## config.mk

```make
export PLATFORM = sky130hd
export DESIGN_NAME = counter_seq_flat
export DESIGN_NICKNAME = d
export VERILOG_FILES = /design/src/rtl/counter_pkg.sv /design/src/rtl/counter_seq_if.sv /design/src/rtl/counter_seq_term.sv /design/src/rtl/counter_seq.sv /design/src/flat_wrapper.sv
export SDC_FILE = /design/constraint.sdc
export NUM_CORES = 1
export LEC_CHECK = 0
export CAP_MARGIN = 15
export CORE_MARGIN = 10
export CORE_UTILIZATION = 46
export CTS_BUF_LIST = sky130_fd_sc_hd__clkbuf_2 sky130_fd_sc_hd__clkbuf_4 sky130_fd_sc_hd__clkbuf_8
export CTS_CLUSTER_DIAMETER = 30
export DETAILED_ROUTE_END_ITERATION = 16
export GPL_ROUTABILITY_DRIVEN = 0
export MAX_ROUTING_LAYER = met4
export PLACE_DENSITY = 0.79
export SETUP_SLACK_MARGIN = 0.1
export SYNTH_ARGS = -nofsm -noshare
export SYNTH_HDL_FRONTEND = slang
export SYNTH_SLANG_ARGS = --single-unit
```

## constraint.sdc

```tcl
create_clock -name clk -period 3.3 [get_ports clk]
set_input_delay 0.33 -clock clk [delete_from_list [all_inputs] [get_ports clk]]
set_output_delay 0.33 -clock clk [all_outputs]
set_load 0.02 [all_outputs]
```

## src/rtl/counter_pkg.sv

```systemverilog
// Shared types and constants for the counter sweep sequencer.
package counter_pkg;

  localparam int CNT_W  = 8;
  localparam int STEP_W = 4;

  typedef enum logic [2:0] {
    IDLE   = 3'd0,
    LOAD   = 3'd1,
    RUN_UP = 3'd2,
    RUN_DN = 3'd3,
    DONE   = 3'd4
  } state_t;

  typedef enum logic [1:0] {
    ST_OK     = 2'b00,
    ST_CFGERR = 2'b01,
    ST_ABORT  = 2'b10
  } status_t;

  // A sweep that cannot make progress or would start above its ceiling is rejected up front.
  function automatic logic cfg_invalid(
    input logic [STEP_W-1:0] start_v,
    input logic [STEP_W-1:0] step_v,
    input logic [CNT_W-1:0]  limit_v,
    input logic [3:0]        passes_v
  );
    return (step_v == 4'd0) || (passes_v == 4'd0) || (limit_v < {4'd0, start_v});
  endfunction

endpackage

```

## src/rtl/counter_seq_if.sv

```systemverilog
// Control/readback bus between the sweep sequencer and the 8-bit up/down counter.
interface counter_seq_if;
  import counter_pkg::*;

  logic              cnt_enable;
  logic              cnt_preload;
  logic              cnt_updn;
  logic [STEP_W-1:0] cnt_pl_data;
  logic [STEP_W-1:0] cnt_incr;
  logic [CNT_W-1:0]  cnt_value;

  modport master (
    output cnt_enable,
    output cnt_preload,
    output cnt_updn,
    output cnt_pl_data,
    output cnt_incr,
    input  cnt_value
  );

  modport slave (
    input  cnt_enable,
    input  cnt_preload,
    input  cnt_updn,
    input  cnt_pl_data,
    input  cnt_incr,
    output cnt_value
  );

endinterface

```

## src/rtl/counter_seq_term.sv

```systemverilog
// Step-allowed decision for one counter move, evaluated in 9 bits so the count can never wrap.
module counter_seq_term
  import counter_pkg::*;
(
  input  logic [CNT_W-1:0]  value,
  input  logic [STEP_W-1:0] step,
  input  logic [STEP_W-1:0] start,
  input  logic [CNT_W-1:0]  limit,
  input  logic              dir_up,
  output logic              step_ok
);

  logic [CNT_W:0] up_sum_s;
  logic [CNT_W:0] dn_floor_s;

  // Up: next value must stay within limit; down: next value must stay at or above start.
  always_comb begin
    up_sum_s   = {1'b0, value} + {5'd0, step};
    dn_floor_s = {5'd0, start} + {5'd0, step};
    if (dir_up) begin
      step_ok = (up_sum_s <= {1'b0, limit});
    end else begin
      step_ok = ({1'b0, value} >= dn_floor_s);
    end
  end

endmodule

```

## src/rtl/counter_seq.sv

```systemverilog
// Sweep sequencer: owns the counter controls and runs one-shot or ping-pong multi-pass sweeps.
module counter_seq
  import counter_pkg::*;
(
  input  logic              clk,
  input  logic              reset_n,
  input  logic              start,
  input  logic              abort,
  input  logic [STEP_W-1:0] cfg_start,
  input  logic [STEP_W-1:0] cfg_step,
  input  logic [CNT_W-1:0]  cfg_limit,
  input  logic [3:0]        cfg_passes,
  input  logic              cfg_pingpong,
  counter_seq_if.master     cnt,
  output logic              busy,
  output logic              done,
  output logic [1:0]        status,
  output logic [3:0]        pass_cnt
);

  state_t            state_r;
  state_t            next_state_s;
  logic [STEP_W-1:0] start_r;
  logic [STEP_W-1:0] step_r;
  logic [CNT_W-1:0]  limit_r;
  logic [3:0]        passes_r;
  logic              pingpong_r;
  status_t           status_r;
  logic [3:0]        pass_cnt_r;

  logic              accept_s;
  logic              bad_cfg_s;
  logic              step_ok_s;
  logic              final_pass_s;
  logic              pass_end_s;
  logic              abort_stop_s;
  logic              enable_s;
  logic              preload_s;
  logic              updn_s;

  assign accept_s     = (state_r == IDLE) && start && !abort;
  assign bad_cfg_s    = cfg_invalid(cfg_start, cfg_step, cfg_limit, cfg_passes);
  assign final_pass_s = ((pass_cnt_r + 4'd1) == passes_r);

  counter_seq_term u_term (
    .value   (cnt.cnt_value),
    .step    (step_r),
    .start   (start_r),
    .limit   (limit_r),
    .dir_up  (state_r == RUN_UP),
    .step_ok (step_ok_s)
  );

  // State register.
  always_ff @(posedge clk or negedge reset_n) begin
    if (!reset_n) begin
      state_r <= IDLE;
    end else begin
      state_r <= next_state_s;
    end
  end

  // Next-state and counter control decode; abort suppresses any counter motion in the same cycle.
  always_comb begin
    next_state_s = state_r;
    enable_s     = 1'b0;
    preload_s    = 1'b0;
    updn_s       = 1'b0;
    pass_end_s   = 1'b0;
    abort_stop_s = 1'b0;
    case (state_r)
      IDLE: begin
        if (accept_s) begin
          next_state_s = bad_cfg_s ? DONE : LOAD;
        end else begin
          next_state_s = IDLE;
        end
      end
      LOAD: begin
        if (abort) begin
          abort_stop_s = 1'b1;
          next_state_s = DONE;
        end else begin
          preload_s    = 1'b1;
          next_state_s = RUN_UP;
        end
      end
      RUN_UP, RUN_DN: begin
        updn_s = (state_r == RUN_UP);
        if (abort) begin
          abort_stop_s = 1'b1;
          next_state_s = DONE;
        end else if (step_ok_s) begin
          enable_s = 1'b1;
        end else begin
          pass_end_s = 1'b1;
          if (final_pass_s) begin
            next_state_s = DONE;
          end else if (pingpong_r) begin
            next_state_s = (state_r == RUN_UP) ? RUN_DN : RUN_UP;
          end else begin
            next_state_s = LOAD;
          end
        end
      end
      DONE: begin
        next_state_s = IDLE;
      end
      default: begin
        next_state_s = IDLE;
      end
    endcase
  end

  // Shadow copy of the configuration, captured only when a sweep is accepted.
  always_ff @(posedge clk or negedge reset_n) begin
    if (!reset_n) begin
      start_r    <= 4'd0;
      step_r     <= 4'd0;
      limit_r    <= 8'd0;
      passes_r   <= 4'd0;
      pingpong_r <= 1'b0;
    end else if (accept_s) begin
      start_r    <= cfg_start;
      step_r     <= cfg_step;
      limit_r    <= cfg_limit;
      passes_r   <= cfg_passes;
      pingpong_r <= cfg_pingpong;
    end
  end

  // Status and pass count: cleared on accept, then held through DONE until the next accepted start.
  always_ff @(posedge clk or negedge reset_n) begin
    if (!reset_n) begin
      status_r   <= ST_OK;
      pass_cnt_r <= 4'd0;
    end else if (accept_s) begin
      status_r   <= bad_cfg_s ? ST_CFGERR : ST_OK;
      pass_cnt_r <= 4'd0;
    end else if (abort_stop_s) begin
      status_r   <= ST_ABORT;
    end else if (pass_end_s) begin
      pass_cnt_r <= pass_cnt_r + 4'd1;
    end
  end

  assign cnt.cnt_enable  = enable_s;
  assign cnt.cnt_preload = preload_s;
  assign cnt.cnt_updn    = updn_s;
  assign cnt.cnt_pl_data = start_r;
  assign cnt.cnt_incr    = step_r;

  assign busy     = (state_r == LOAD) || (state_r == RUN_UP) || (state_r == RUN_DN);
  assign done     = (state_r == DONE);
  assign status   = status_r;
  assign pass_cnt = pass_cnt_r;

endmodule
```

## src/flat_wrapper.sv

```systemverilog
// flat-port wrapper written by rule: the top's interface ports become plain ports
module counter_seq_flat import counter_pkg::*;
  (clk, reset_n, start, abort, cfg_start, cfg_step, cfg_limit, cfg_passes, cfg_pingpong, busy, done, status, pass_cnt, cnt_cnt_enable, cnt_cnt_preload, cnt_cnt_updn, cnt_cnt_pl_data, cnt_cnt_incr, cnt_cnt_value);
  counter_seq_if cnt_i ();
  input  logic clk;
  input  logic reset_n;
  input  logic start;
  input  logic abort;
  input  logic [STEP_W-1:0] cfg_start;
  input  logic [STEP_W-1:0] cfg_step;
  input  logic [CNT_W-1:0] cfg_limit;
  input  logic [3:0] cfg_passes;
  input  logic cfg_pingpong;
  output logic busy;
  output logic done;
  output logic [1:0] status;
  output logic [3:0] pass_cnt;
  output wire logic [$bits(cnt_i.cnt_enable)-1:0] cnt_cnt_enable;
  output wire logic [$bits(cnt_i.cnt_preload)-1:0] cnt_cnt_preload;
  output wire logic [$bits(cnt_i.cnt_updn)-1:0] cnt_cnt_updn;
  output wire logic [$bits(cnt_i.cnt_pl_data)-1:0] cnt_cnt_pl_data;
  output wire logic [$bits(cnt_i.cnt_incr)-1:0] cnt_cnt_incr;
  input wire logic [$bits(cnt_i.cnt_value)-1:0] cnt_cnt_value;
  assign cnt_cnt_enable = cnt_i.cnt_enable;
  assign cnt_cnt_preload = cnt_i.cnt_preload;
  assign cnt_cnt_updn = cnt_i.cnt_updn;
  assign cnt_cnt_pl_data = cnt_i.cnt_pl_data;
  assign cnt_cnt_incr = cnt_i.cnt_incr;
  assign cnt_i.cnt_value = cnt_cnt_value;
  counter_seq u_core (.clk(clk), .reset_n(reset_n), .start(start), .abort(abort), .cfg_start(cfg_start), .cfg_step(cfg_step), .cfg_limit(cfg_limit), .cfg_passes(cfg_passes), .cfg_pingpong(cfg_pingpong), .cnt(cnt_i), .busy(busy), .done(done), .status(status), .pass_cnt(pass_cnt));
endmodule
```

==> reports/qor.yml, run 1 <==
max-slew-margin-rel: 0.3541
worstSetupStartpoint: "u_core.cnt.cnt_incr[0]"
crit_chain: "ha_4 > inv_2 > fa_2 > nand2b_4 > a21oi_4 > nand3_2 > xnor2_1 > ha_1 > a21o_1 > a221o_1 > o221ai_2 > nand3_2 > nor2_4 > buf_6"
diodes: 0
final_nets: 339
row_count: 24
final_max_slew_viol_count: 0
peakVddDrop_uv: 507.2
setup_ws_ns: -0.1361
max_freq_mhz: 291.0
async_flop_share: 1.000
cellPowerDensity_mw_per_mm2: 895.0
r2r_end: "u_core.state_r[0]"
fin_worst_skew_ns: 0.006582
multiInputGateArea_mm2: 0.001290
criticalPathCategory: "flop to primary output"
cp.required_ns: 2.97
clk_latency_ns: 0.28
yosys_warnings: 0
r2r_start: "u_core.cnt.cnt_incr[0]"
synth_flop_cell: "dfrtp_1"
crit_path_end: "cnt_cnt_enable"
hold_viol: 0
worst_pin_slew_ns: 0.9659
drive_gt1_frac: 0.2760
die_w_um: 86.65
port_buffers: 51
htreeDepth: 2
route.antenna.remaining_nets: 0
outcome: "finished with violations"
totalWireLength_um: 5329
p_total_mw: 2.702
grt_pass1_vias: 1891
antenna_found_initial: 0
synthCells: 196
initialDrtViolationCount: 100
io_pins: 52
clk_pin_slew_ns: 0.07
finalCriticalPeriod_ns: 3.436
drc_errors: 0
synth_area_per_cell_um2: 10.42
fin_crit_sh: 1.041
die_h_um: 86.65
initial_core_util: 0.4725
drv_cap: 0
cp_common_cell: "nand3_2"
cts_tree: "built"
syn2layout_area_growth_pct: 47.77
reg2reg_depth: 15
nFillCells: 330
grt.total_usage: 0.1472
setup.worst_path.end_class: "primary output"
ys_seq_elements: 30
synth_seq_area_share: 0.3674
ff2ff_setup_slack_ns: 0.06
core_mm2: 0.004324
clockBufferDepth: 2
crit_path_start_kind: "flop"
synth_area_mm2: 0.002043
cts_sinks: 30
grt_max_degree: 22
grt_setup_unrepaired: "yes"
dr.pass1.iters: 4
viasPerCell: 5.266
p_leak_nw: 1.419
regArea_um2: 753.2
setup-violations-final: 1
synth_nets: 256
failed_checks: "negative setup slack"
cp_slowest_cell: "dfrtp_2"
ys_types: 40
root_buffer: "clkbuf_8"
vias: 1743
arrival_ns: 3.11
synth_edf_count: 0
holdCritPathClass: "flop to flop"
grt_pass1_wl_um: 8756
cp_max_fo: 2
overflow: 0
wire_per_inst_um: 16.10
setup_tns_ns: -0.1361
slowest_delay_ns: 0.39
dp_hpwl_um: 4215
die_area_mm2: 0.007507
cts_buffers: 5
## registers in the layout, indices dropped and copies added (netlist names)
register,count
u_core.state_r,3
u_core.limit_r,8
u_core.pass_cnt,4
u_core.status,2
u_core.pingpong_r,1
u_core.cnt.cnt_pl_data,4
u_core.passes_r,4
u_core.cnt.cnt_incr,4
## critical path, delay by kind of cell, from the launching register on
kind                     cells  cell delay [ns]
XOR/XNOR                     1             0.12
AO/OA/AOI/OAI                4             0.90
flip-flops                   1             0.39
buffers and inverters        2             0.16
adder cells (fa/ha/maj)      3             0.77
AND/OR/NAND/NOR              4             0.47
## cell usage after synthesis, types with 2 or more instances
| cell | number | area (µm²) |
|---|---|---|
| nor2_1 | 9 | 33.78 |
| a21o_1 | 6 | 45.04 |
| xor2_1 | 4 | 35.03 |
| xnor2_1 | 10 | 87.58 |
| buf_1 | 2 | 7.510 |
| o21ai_0 | 10 | 50.05 |
| a21oi_1 | 7 | 35.03 |
| or4_1 | 2 | 15.01 |
| dfrtp_1 | 30 | 750.7 |
| nor4_1 | 3 | 18.77 |
| nand2b_1 | 6 | 37.54 |
| fa_1 | 2 | 40.04 |
| a211oi_1 | 2 | 15.01 |
| a31o_2 | 2 | 17.52 |
| inv_1 | 18 | 67.56 |
| ha_1 | 25 | 312.8 |
| nand3_1 | 9 | 45.04 |
| mux2_2 | 19 | 214.0 |
| nand2_1 | 9 | 33.78 |
## where the power goes
part | total [mW] | internal [mW] | switching, mW
registers | 0.662 | 0.532 | 0.130
logic | 1.66 | 0.886 | 0.777
clock network | 0.378 | 0.241 | 0.137
total | 2.70 | 1.66 | 1.04
## per-layer routing
layer / up-vias / GRT usage / routed length [µm]
met5: - / - / 0
li1: 867 / - / -
met4: 0 / 0.04418 / 47
met3: 5 / 0.02814 / 212
met2: 42 / 0.2557 / 2678
met1: 829 / 0.1669 / 2390
## how the worst min path moves through the flow
| stage | from | to | slack (ns) | depth (start not counted) |
|---|---|---|---|---|
| floorplan | reset_n | u_core.cnt.cnt_incr[0] | 0.03 | 0 |
| global placement | u_core.status[1] | u_core.status[1] | 0.46 | 2 |
| detailed placement | u_core.status[1] | u_core.status[1] | 0.48 | 2 |
| CTS | u_core.status[1] | u_core.status[1] | 0.50 | 2 |
| global route | u_core.limit_r[7] | u_core.limit_r[7] | 0.53 | 1 |
| finish | u_core.status[1] | u_core.status[1] | 0.50 | 2 |
## cells in the final DEF, fill, tap and decap left out, types with 2 or more instances in the layout
cell type and count:
a211oi_1 2, a21o_1 6, a21oi_1 4, a21oi_2 2, a31o_2 2, buf_4 25
buf_6 4, clkbuf_8 6, clkdlybuf4s50_1 48, dfrtp_1 28, dfrtp_2 2, dlygate4sd2_1 2
ha_1 24, inv_1 17, mux2_2 18, nand2_1 9, nand2b_1 5, nand3_1 6
nand3_2 3, nor2_1 9, nor4_1 3, o21ai_0 6, o21ai_1 4, or4_1 2
xnor2_1 10, xor2_1 4
## stage by stage
step / hold slack, ns / worst slack [ns] / cells / util / area (µm²)
6_report: 0.4984 / -0.1361 / 331 / 0.6982 / 3019
5_1_grt: 0.5337 / -0.2451 / 331 / 0.6982 / 3019
4_1_cts: 0.4991 / -0.08990 / 331 / 0.6936 / 2999
3_5_place_dp: 0.4832 / -0.8647 / 322 / 0.6615 / 2860
3_3_place_gp: 0.4622 / -0.7603 / 322 / 0.6615 / 2860
2_1_floorplan: 0.03441 / 0.03648 / 196 / - / 2105
## layout make-up
class	count	area share
multi-input combinational	145	0.4273
sequential	30	0.2495
timing repair buffer	79	0.2420
clock buffer	6	0.02735
inverter	18	0.02238
tap	52	0.02155
clock inverter	1	0.009946
## kinds of logic after synthesis
| family | share of synthesized area |
|---|---|
| buffers and inverters | 0.04042 |
| adder cells (fa/ha/maj) | 0.1727 |
| flip-flops | 0.3674 |
| AND/OR/NAND/NOR | 0.1268 |
| AO/OA/AOI/OAI | 0.1280 |
| XOR/XNOR | 0.06001 |
| multiplexers | 0.1047 |
## repair_timing
action,CTS,global route
endpoints found under the hold margin,0,0
buffers inserted,3,1
pin swaps,7,3
endpoints found under the setup margin,8,6
hold buffers,0,0
gates resized for setup,14,7
(Power assumes the default switching activity.)
==> run 2, diff against run 1 <==
--- a/config.mk
+++ b/config.mk
@@ -5,7 +5,7 @@
 export SDC_FILE = /design/constraint.sdc
 export NUM_CORES = 1
 export LEC_CHECK = 0
-export CAP_MARGIN = 15
+export CAP_MARGIN = 5
 export CORE_MARGIN = 10
 export CORE_UTILIZATION = 46
 export CTS_BUF_LIST = sky130_fd_sc_hd__clkbuf_2 sky130_fd_sc_hd__clkbuf_4 sky130_fd_sc_hd__clkbuf_8
@@ -18,3 +18,4 @@
 export SYNTH_ARGS = -nofsm -noshare
 export SYNTH_HDL_FRONTEND = slang
 export SYNTH_SLANG_ARGS = --single-unit
+export TNS_END_PERCENT = 100
==> results of run 2 <==
Final layout, timing and power as in run 1 (identical DEF).
